## config.mk

```make
export PLATFORM = sky130hd
export DESIGN_NAME = ps2_scancode_decoder_flat
export DESIGN_NICKNAME = d
export VERILOG_FILES = /design/src/rtl/ps2_pkg.sv /design/src/rtl/ps2_scancode_decoder_if.sv /design/src/rtl/ps2_event_fifo.sv /design/src/rtl/ps2_scancode_decoder.sv /design/src/flat_wrapper.sv
export SDC_FILE = /design/constraint.sdc
export NUM_CORES = 1
export LEC_CHECK = 0
export BUFFER_PORTS_ARGS = -buffer_cell sky130_fd_sc_hd__buf_2
export CORE_UTILIZATION = 52
export DETAILED_ROUTE_END_ITERATION = 10
export PLACE_DENSITY = 0.75
export SLEW_MARGIN = 20
export SYNTH_ARGS = -nofsm -noshare
export SYNTH_HDL_FRONTEND = slang
export SYNTH_SLANG_ARGS = --single-unit
```

## constraint.sdc

```tcl
create_clock -name CLOCK_50 -period 2.4 [get_ports CLOCK_50]
set_input_delay 0.24 -clock CLOCK_50 [delete_from_list [all_inputs] [get_ports CLOCK_50]]
set_output_delay 0.24 -clock CLOCK_50 [all_outputs]
set_load 0.05 [all_outputs]
```

## src/rtl/ps2_pkg.sv

```systemverilog
// rtl/ps2_pkg.sv - shared constants, FSM state, event word and tracked-key table for the PS/2 decoder
package ps2_pkg;

   localparam logic [7:0] BYTE_E0 = 8'hE0;   // extended prefix
   localparam logic [7:0] BYTE_F0 = 8'hF0;   // break prefix
   localparam logic [7:0] BYTE_E1 = 8'hE1;   // pause sequence start
   localparam logic [7:0] BYTE_AA = 8'hAA;   // BAT complete
   localparam logic [7:0] BYTE_FA = 8'hFA;   // ACK
   localparam logic [7:0] BYTE_FE = 8'hFE;   // resend
   localparam logic [7:0] BYTE_EE = 8'hEE;   // echo

   // Bytes still to skip after E1 before the single pause event is emitted
   localparam logic [2:0] PAUSE_SKIP = 3'd7;

   typedef enum logic [2:0] {
      ST_IDLE,
      ST_EXT,
      ST_BRK,
      ST_EXT_BRK,
      ST_PAUSE
   } ps2_state_t;

   localparam int EV_W = 11;

   typedef struct packed {
      logic       is_ext;
      logic       is_rel;
      logic       is_rep;
      logic [7:0] code;
   } ps2_event_t;

   typedef struct packed {
      logic [7:0] code;
      logic       ext;
   } ps2_key_t;

   // Index i of this table drives key_held[i]
   localparam ps2_key_t TRACKED_KEYS [8] = '{
      '{8'h1D, 1'b0},   // W
      '{8'h1C, 1'b0},   // A
      '{8'h1B, 1'b0},   // S
      '{8'h23, 1'b0},   // D
      '{8'h29, 1'b0},   // Space
      '{8'h5A, 1'b0},   // Enter
      '{8'h75, 1'b1},   // Up
      '{8'h72, 1'b1}    // Down
   };

   // Returns {hit, index}; code and ext must both match
   function automatic logic [3:0] track_lookup(input logic [7:0] code, input logic ext);
      logic [3:0] r;
      r = 4'd0;
      for (int i = 0; i < 8; i++) begin
         if (TRACKED_KEYS[i].code == code && TRACKED_KEYS[i].ext == ext) begin
            r = {1'b1, 3'(i)};
         end
      end
      return r;
   endfunction

   function automatic logic is_ctrl_byte(input logic [7:0] b);
      return (b == BYTE_AA) || (b == BYTE_FA) || (b == BYTE_FE) || (b == BYTE_EE);
   endfunction

endpackage

```

## src/rtl/ps2_scancode_decoder_if.sv

```systemverilog
// rtl/ps2_scancode_decoder_if.sv - raw byte input and key-event output handshake of the decoder
interface ps2_scancode_decoder_if;

   logic [7:0] received_data;
   logic       received_data_en;
   logic       ev_valid;
   logic       ev_ready;
   logic [7:0] ev_code;
   logic       ev_ext;
   logic       ev_release;
   logic       ev_repeat;

   // Byte source and event consumer side
   modport master (
      output received_data, received_data_en, ev_ready,
      input  ev_valid, ev_code, ev_ext, ev_release, ev_repeat
   );

   // Decoder side
   modport slave (
      input  received_data, received_data_en, ev_ready,
      output ev_valid, ev_code, ev_ext, ev_release, ev_repeat
   );

endinterface

```

## src/rtl/ps2_event_fifo.sv

```systemverilog
// rtl/ps2_event_fifo.sv - synchronous event queue; a push into a full queue only lands alongside a pop
module ps2_event_fifo
   import ps2_pkg::*;
#(
   parameter int FIFO_DEPTH = 4
) (
   input  logic       clk_i,
   input  logic       rst_i,
   input  logic       push_i,
   input  ps2_event_t push_data_i,
   input  logic       pop_i,
   output logic       full_o,
   output logic       empty_o,
   output ps2_event_t head_o
);

   localparam int AW = (FIFO_DEPTH > 1) ? $clog2(FIFO_DEPTH) : 1;

   ps2_event_t    mem_q [FIFO_DEPTH];
   logic [AW-1:0] wr_ptr_q, rd_ptr_q;
   logic [AW:0]   count_q, count_d;
   logic          do_push, do_pop;

   assign empty_o = (count_q == '0);
   assign full_o  = (count_q == (AW+1)'(FIFO_DEPTH));
   assign do_pop  = pop_i & ~empty_o;
   // When full, the slot being vacated by the pop is the one the push writes
   assign do_push = push_i & (~full_o | do_pop);
   assign head_o  = empty_o ? '0 : mem_q[rd_ptr_q];

   // Occupancy next state from the accepted push/pop pair
   always_comb begin
      count_d = count_q;
      case ({do_push, do_pop})
         2'b10:   count_d = count_q + 1'b1;
         2'b01:   count_d = count_q - 1'b1;
         default: count_d = count_q;
      endcase
   end

   // Storage write; contents are don't-care until pointed at by a valid head
   always_ff @(posedge clk_i) begin
      if (do_push) begin
         mem_q[wr_ptr_q] <= push_data_i;
      end
   end

   // Pointers and occupancy; power-of-two depth lets pointers wrap naturally
   always_ff @(posedge clk_i or posedge rst_i) begin
      if (rst_i) begin
         wr_ptr_q <= '0;
         rd_ptr_q <= '0;
         count_q  <= '0;
      end else begin
         if (do_push) wr_ptr_q <= wr_ptr_q + 1'b1;
         if (do_pop)  rd_ptr_q <= rd_ptr_q + 1'b1;
         count_q <= count_d;
      end
   end

endmodule

```

## src/rtl/ps2_scancode_decoder.sv

```systemverilog
// rtl/ps2_scancode_decoder.sv - PS/2 Set-2 scan-code sequence decoder with event queue and held-key mask
module ps2_scancode_decoder
   import ps2_pkg::*;
#(
   parameter int FIFO_DEPTH     = 4,
   parameter int PREFIX_TIMEOUT = 2_000_000
) (
   input  logic                   CLOCK_50,
   input  logic                   reset,
   ps2_scancode_decoder_if.slave  bus,
   output logic [7:0]             key_held,
   output logic                   overflow,
   output logic                   err_pulse
);

   localparam int TW = $clog2(PREFIX_TIMEOUT + 1);

   ps2_state_t  state_q;
   logic [2:0]  skip_q;
   logic [TW-1:0] tmr_q;
   logic        stg_valid_q;
   ps2_event_t  stg_ev_q;
   logic        err_q;
   logic [7:0]  key_held_q;
   logic        overflow_q;

   logic [7:0]  rx;
   logic [3:0]  trk;
   ps2_event_t  push_word;
   ps2_event_t  head;
   logic        fifo_full, fifo_empty, pop;

   assign rx = bus.received_data;

   // Sequence FSM: one decoded event is staged per completing byte
   always_ff @(posedge CLOCK_50 or posedge reset) begin
      if (reset) begin
         state_q     <= ST_IDLE;
         skip_q      <= '0;
         tmr_q       <= '0;
         stg_valid_q <= 1'b0;
         stg_ev_q    <= '0;
         err_q       <= 1'b0;
      end else begin
         stg_valid_q <= 1'b0;
         err_q       <= 1'b0;
         if (bus.received_data_en) begin
            tmr_q <= '0;
            if (rx == 8'h00 || rx == 8'hFF) begin
               state_q <= ST_IDLE;
               skip_q  <= '0;
               err_q   <= 1'b1;
            end else if (state_q != ST_PAUSE && is_ctrl_byte(rx)) begin
               state_q <= ST_IDLE;
            end else begin
               case (state_q)
                  ST_IDLE: begin
                     if (rx == BYTE_E0) begin
                        state_q <= ST_EXT;
                     end else if (rx == BYTE_F0) begin
                        state_q <= ST_BRK;
                     end else if (rx == BYTE_E1) begin
                        state_q <= ST_PAUSE;
                        skip_q  <= PAUSE_SKIP;
                     end else begin
                        stg_valid_q <= 1'b1;
                        stg_ev_q    <= '{is_ext: 1'b0, is_rel: 1'b0, is_rep: 1'b0, code: rx};
                     end
                  end
                  ST_EXT: begin
                     if (rx == BYTE_F0) begin
                        state_q <= ST_EXT_BRK;
                     end else if (rx != BYTE_E0) begin
                        state_q     <= ST_IDLE;
                        stg_valid_q <= 1'b1;
                        stg_ev_q    <= '{is_ext: 1'b1, is_rel: 1'b0, is_rep: 1'b0, code: rx};
                     end
                  end
                  ST_BRK: begin
                     state_q     <= ST_IDLE;
                     stg_valid_q <= 1'b1;
                     stg_ev_q    <= '{is_ext: 1'b0, is_rel: 1'b1, is_rep: 1'b0, code: rx};
                  end
                  ST_EXT_BRK: begin
                     state_q     <= ST_IDLE;
                     stg_valid_q <= 1'b1;
                     stg_ev_q    <= '{is_ext: 1'b1, is_rel: 1'b1, is_rep: 1'b0, code: rx};
                  end
                  ST_PAUSE: begin
                     if (skip_q == 3'd1) begin
                        state_q     <= ST_IDLE;
                        skip_q      <= '0;
                        stg_valid_q <= 1'b1;
                        stg_ev_q    <= '{is_ext: 1'b0, is_rel: 1'b0, is_rep: 1'b0, code: BYTE_E1};
                     end else begin
                        skip_q <= skip_q - 1'b1;
                     end
                  end
                  default: state_q <= ST_IDLE;
               endcase
            end
         end else if (state_q != ST_IDLE) begin
            if (tmr_q == TW'(PREFIX_TIMEOUT - 1)) begin
               state_q <= ST_IDLE;
               skip_q  <= '0;
               tmr_q   <= '0;
               err_q   <= 1'b1;
            end else begin
               tmr_q <= tmr_q + 1'b1;
            end
         end
      end
   end

   // Repeat is judged at push time so back-to-back events see every earlier key_held update
   always_comb begin
      trk              = track_lookup(stg_ev_q.code, stg_ev_q.is_ext);
      push_word        = stg_ev_q;
      push_word.is_rep = trk[3] & ~stg_ev_q.is_rel & key_held_q[trk[2:0]];
   end

   assign pop = bus.ev_ready & ~fifo_empty;

   // Held-key mask and sticky overflow track every staged event, queued or dropped
   always_ff @(posedge CLOCK_50 or posedge reset) begin
      if (reset) begin
         key_held_q <= '0;
         overflow_q <= 1'b0;
      end else if (stg_valid_q) begin
         if (trk[3]) key_held_q[trk[2:0]] <= ~stg_ev_q.is_rel;
         if (fifo_full && !pop) overflow_q <= 1'b1;
      end
   end

   ps2_event_fifo #(
      .FIFO_DEPTH (FIFO_DEPTH)
   ) u_fifo (
      .clk_i       (CLOCK_50),
      .rst_i       (reset),
      .push_i      (stg_valid_q),
      .push_data_i (push_word),
      .pop_i       (pop),
      .full_o      (fifo_full),
      .empty_o     (fifo_empty),
      .head_o      (head)
   );

   assign bus.ev_valid   = ~fifo_empty;
   assign bus.ev_code    = head.code;
   assign bus.ev_ext     = head.is_ext;
   assign bus.ev_release = head.is_rel;
   assign bus.ev_repeat  = head.is_rep;
   assign key_held       = key_held_q;
   assign overflow       = overflow_q;
   assign err_pulse      = err_q;

endmodule

```

## src/flat_wrapper.sv

```systemverilog
// flat-port wrapper written by rule: the top's interface ports become plain ports
module ps2_scancode_decoder_flat import ps2_pkg::*;
#(
   parameter int FIFO_DEPTH     = 4,
   parameter int PREFIX_TIMEOUT = 2_000_000
)
  (CLOCK_50, reset, key_held, overflow, err_pulse, bus_received_data, bus_received_data_en, bus_ev_ready, bus_ev_valid, bus_ev_code, bus_ev_ext, bus_ev_release, bus_ev_repeat);
  ps2_scancode_decoder_if bus_i ();
  input  logic CLOCK_50;
  input  logic reset;
  output logic [7:0] key_held;
  output logic overflow;
  output logic err_pulse;
  input wire logic [$bits(bus_i.received_data)-1:0] bus_received_data;
  input wire logic [$bits(bus_i.received_data_en)-1:0] bus_received_data_en;
  input wire logic [$bits(bus_i.ev_ready)-1:0] bus_ev_ready;
  output wire logic [$bits(bus_i.ev_valid)-1:0] bus_ev_valid;
  output wire logic [$bits(bus_i.ev_code)-1:0] bus_ev_code;
  output wire logic [$bits(bus_i.ev_ext)-1:0] bus_ev_ext;
  output wire logic [$bits(bus_i.ev_release)-1:0] bus_ev_release;
  output wire logic [$bits(bus_i.ev_repeat)-1:0] bus_ev_repeat;
  assign bus_i.received_data = bus_received_data;
  assign bus_i.received_data_en = bus_received_data_en;
  assign bus_i.ev_ready = bus_ev_ready;
  assign bus_ev_valid = bus_i.ev_valid;
  assign bus_ev_code = bus_i.ev_code;
  assign bus_ev_ext = bus_i.ev_ext;
  assign bus_ev_release = bus_i.ev_release;
  assign bus_ev_repeat = bus_i.ev_repeat;
  ps2_scancode_decoder #(.FIFO_DEPTH(FIFO_DEPTH), .PREFIX_TIMEOUT(PREFIX_TIMEOUT)) u_core (.CLOCK_50(CLOCK_50), .reset(reset), .bus(bus_i), .key_held(key_held), .overflow(overflow), .err_pulse(err_pulse));
endmodule
```

==> results.md <==
- Slew HR: 58.18%
- Initial antenna violation count: 0
- CP Capture Type: register
- Row cnt: 35
- Hold path cells: 3
- Critical path arrival: 2340 ps
- Pwr dens: 900.2 nW/um^2
- Worst setup startpoint: u_core.push_word[2]$_DFFE_PP0P_
- Post-layout net count: 468
- Measured slew at the worst slew-check pin: 626.4 ps
- TritonCTS Buffers: 9
- Grt ovf: 0
- RSZ-0062 raised after global routing: no
- GP Congestion: 0.8426
- Critical path buffer and inverter count: 0
- TritonRoute pass-1 iters: 4
- Dpl cells: 546
- Fillers: 763
- Drt wl/cell: 16.40 um
- Core Util, Final: 59.24%
- Root Buffer: clkbuf_8
- Fin crit period: 2204 ps
- Slowest cell delay on critical path: 580 ps
- Ports: 34
- Final setup TNS: 0 ps
- Initial Utilization: 53.59%
- CTS tree: built
- Die width: 99.36 um
- VDD IR-drop max: 0.0005628 V
- Global-route wire length before repair: 15,480 um
- Post-synth top area share: 27.93%
- Placement Setup Slack: 206.8 ps
- Final cycle utilization of the critical path: 91.85%
- Clock sinks: 99
- DRC Markers: 0
- Vias in the first global route: 3,280
- Clock slew at reported path FFs: 100 ps
- Worst min-delay path category: primary input to register
- Area contributors post-synth: dfrtp_1 28%, edfxtp_1 27%, mux4_2 5.0%
- Seq/Total Area, Yosys: 54.73%
- Total Routed Length: 9236 um
- WP data required: 2530 ps
- Max Freq: 0.4536 GHz
- Yosys top cell by area: dfrtp_1
- Antenna diodes: 0
- Port Buffers: 33
- Worst-case clock skew: 13.17 ps
- HP Start: bus_received_data[1]
- Synth cell types: 67
- DR vias/cell: 5.851
- Reg2Reg Depth: 5
- Total track usage: 20.17%
- CP Launch Type: register
- Total power: 0.004904 W
- Syn_nets: 424
- Share of flip-flops with an asynchronous set or reset: 55.56%
- Die Y: 99.36 um
- Worst reg2reg path endpoint: u_core.u_fifo.mem_q[1][8]$_DFFE_PP_
- Yosys warning total: 0
- Post-Synthesis Cell Area: 4928 um^2
- Layout Cells excl Fill: 563
- Via Count: 3,294
- Crit path max-delay cell type: dfrtp_1
- Area Overhead vs Synth: 10.54%
- Final-report max-slew violation count: 0
- Mapped Cells: 403
- Status: complete, no violations
- Hold Path Sink: u_core.push_word[1]$_DFFE_PP0P_
- Cell family with most CP delay: simple AND/OR/NAND/NOR gates
- Pin count of the biggest net entering global routing: 29
- Die area: 9871 um^2
- Final setup margin: 195.6 ps
- Flops & latches, synth: 99
- Skew-Pair Late Insertion Delay: 350 ps
- RR Startpoint: u_core.push_word[2]$_DFFE_PP0P_
- CTS HTree Levels: 3
- Crit-path cells: or4b_1, nor3_4, a2111o_2, o2111ai_1, a32oi_1
- Commonest cells after routing, fill and taps aside: 55 x dfrtp_1, 44 x edfxtp_1, 33 x buf_2
- Synth Flop Type: dfrtp_1
- Hpwl dp: 6632 um
- Register-to-register setup slack: 200 ps
- Leakage: 2.221 nW
- Number of flops mapped to enable cells by yosys: 44
- DR iter-0 viols: 127
- Layout cell share with drive strength beyond 1: 21.68%
- Hold Violations, Final: 0
- Worst setup path category: register to register
- Core area: 9196 um^2
- Finish-stage setup viols: 0
- Clock Path Buffers: 2
- Post-route ant nets: 0
- Average size of a mapped cell: 12.23 um^2
- Worst-path fanout max: 12
- Most common cell after layout, fill and taps aside: dfrtp_1
- Maxcap violations: 0
==> registers in the layout (all words and copies together) (netlist names) <==
name and cells:
u_core.u_fifo.mem_q 44, u_core.tmr_q 21, u_core.push_word 10, u_core.key_held 8, u_core.skip_q 3, u_core.state_q 3
u_core.u_fifo.count_q 3, u_core.u_fifo.rd_ptr_q 2, u_core.u_fifo.wr_ptr_q 2, u_core.err_pulse 1, u_core.overflow 1, u_core.stg_valid_q 1
==> how the worst max path moves through the flow <==
stage / endpoint / slack, ps / depth (start not counted)
global route: u_core.u_fifo.mem_q[3][8]$_DFFE_PP_ / 40 / 5
finish: u_core.u_fifo.mem_q[1][8]$_DFFE_PP_ / 200 / 5
detailed placement: u_core.u_fifo.count_q[2]$_DFFE_PP0P_ / 210 / 9
global placement: u_core.u_fifo.count_q[2]$_DFFE_PP0P_ / 310 / 9
floorplan: u_core.u_fifo.count_q[2]$_DFFE_PP0P_ / 390 / 9
CTS: u_core.u_fifo.count_q[2]$_DFFE_PP0P_ / 200 / 9
==> repair_timing <==
action,CTS,global route
gates resized for setup,0,2
endpoints found under the setup margin,0,5
endpoints found under the hold margin,27,0
hold buffers,1,0
setup buffers,0,0
==> stage by stage <==
step | hold slack, ps | instance area, um^2
after floorplan | 373.8 | 4928
after global placement | 351.6 | 5248
final | 142.2 | 5448
after CTS | 128.0 | 5435
after detailed placement | 353.4 | 5248
after global routing | 140.3 | 5448
==> cells in the mapped netlist, drive strengths merged, types with 4 or more instances <==
master and instances:
a211oi 4, a21o 5, a21oi 9, a22o 5, and2 17, and4 6
buf 10, dfrtp 55, edfxtp 44, ha 8, inv 26, mux2i 13
mux4 11, nand2 21, nand3 14, nand4 11, nor2 33, nor2b 4
nor3 11, nor3b 5, nor4 4, nor4b 5, o21ai 17, or3 7
xnor2 5, xor2 14
==> power breakdown <==
group,internal [W],switching (W)
clock,0.000391,0.000578
sequential,0.00205,0.000176
combinational,0.000583,0.00113
==> cells by family after synthesis <==
kind of cell	Yosys count	synth area share, %
compound gates	60	9.089
xor+xnor	19	3.376
fa+ha+maj	9	2.437
buf+inv	38	3.605
flops	99	54.73
mux	27	8.428
simple gates	151	18.33
==> routing by layer <==
layer / global-route usage, % / share of wire (%) / vias up
met3: 2.670 / 2.9 / 11
met1: 24.74 / 44 / 1626
met2: 36.16 / 52 / 75
met4: 8.032 / 1.4 / 0
met5: 0 / 0 / -
li1: - / - / 1582
==> worst min-delay path, stage by stage <==
cell	delay, ps
buf_2	120
nand2_1	50
mux2i_1	50
==> area by class of cell <==
class                   count  area [um^2]  share of cell area [%]
flip-flops and latches     99         2698                   49.52
repair buffers             45        270.3                   4.961
inverters                  26        97.59                   1.791
well taps                 111        138.9                   2.549
clock inverters             6        50.05                  0.9187
multi-input cells         266         2066                   37.92
clock buffers              10        127.6                   2.343
Power figures use the tool's default switching activity.
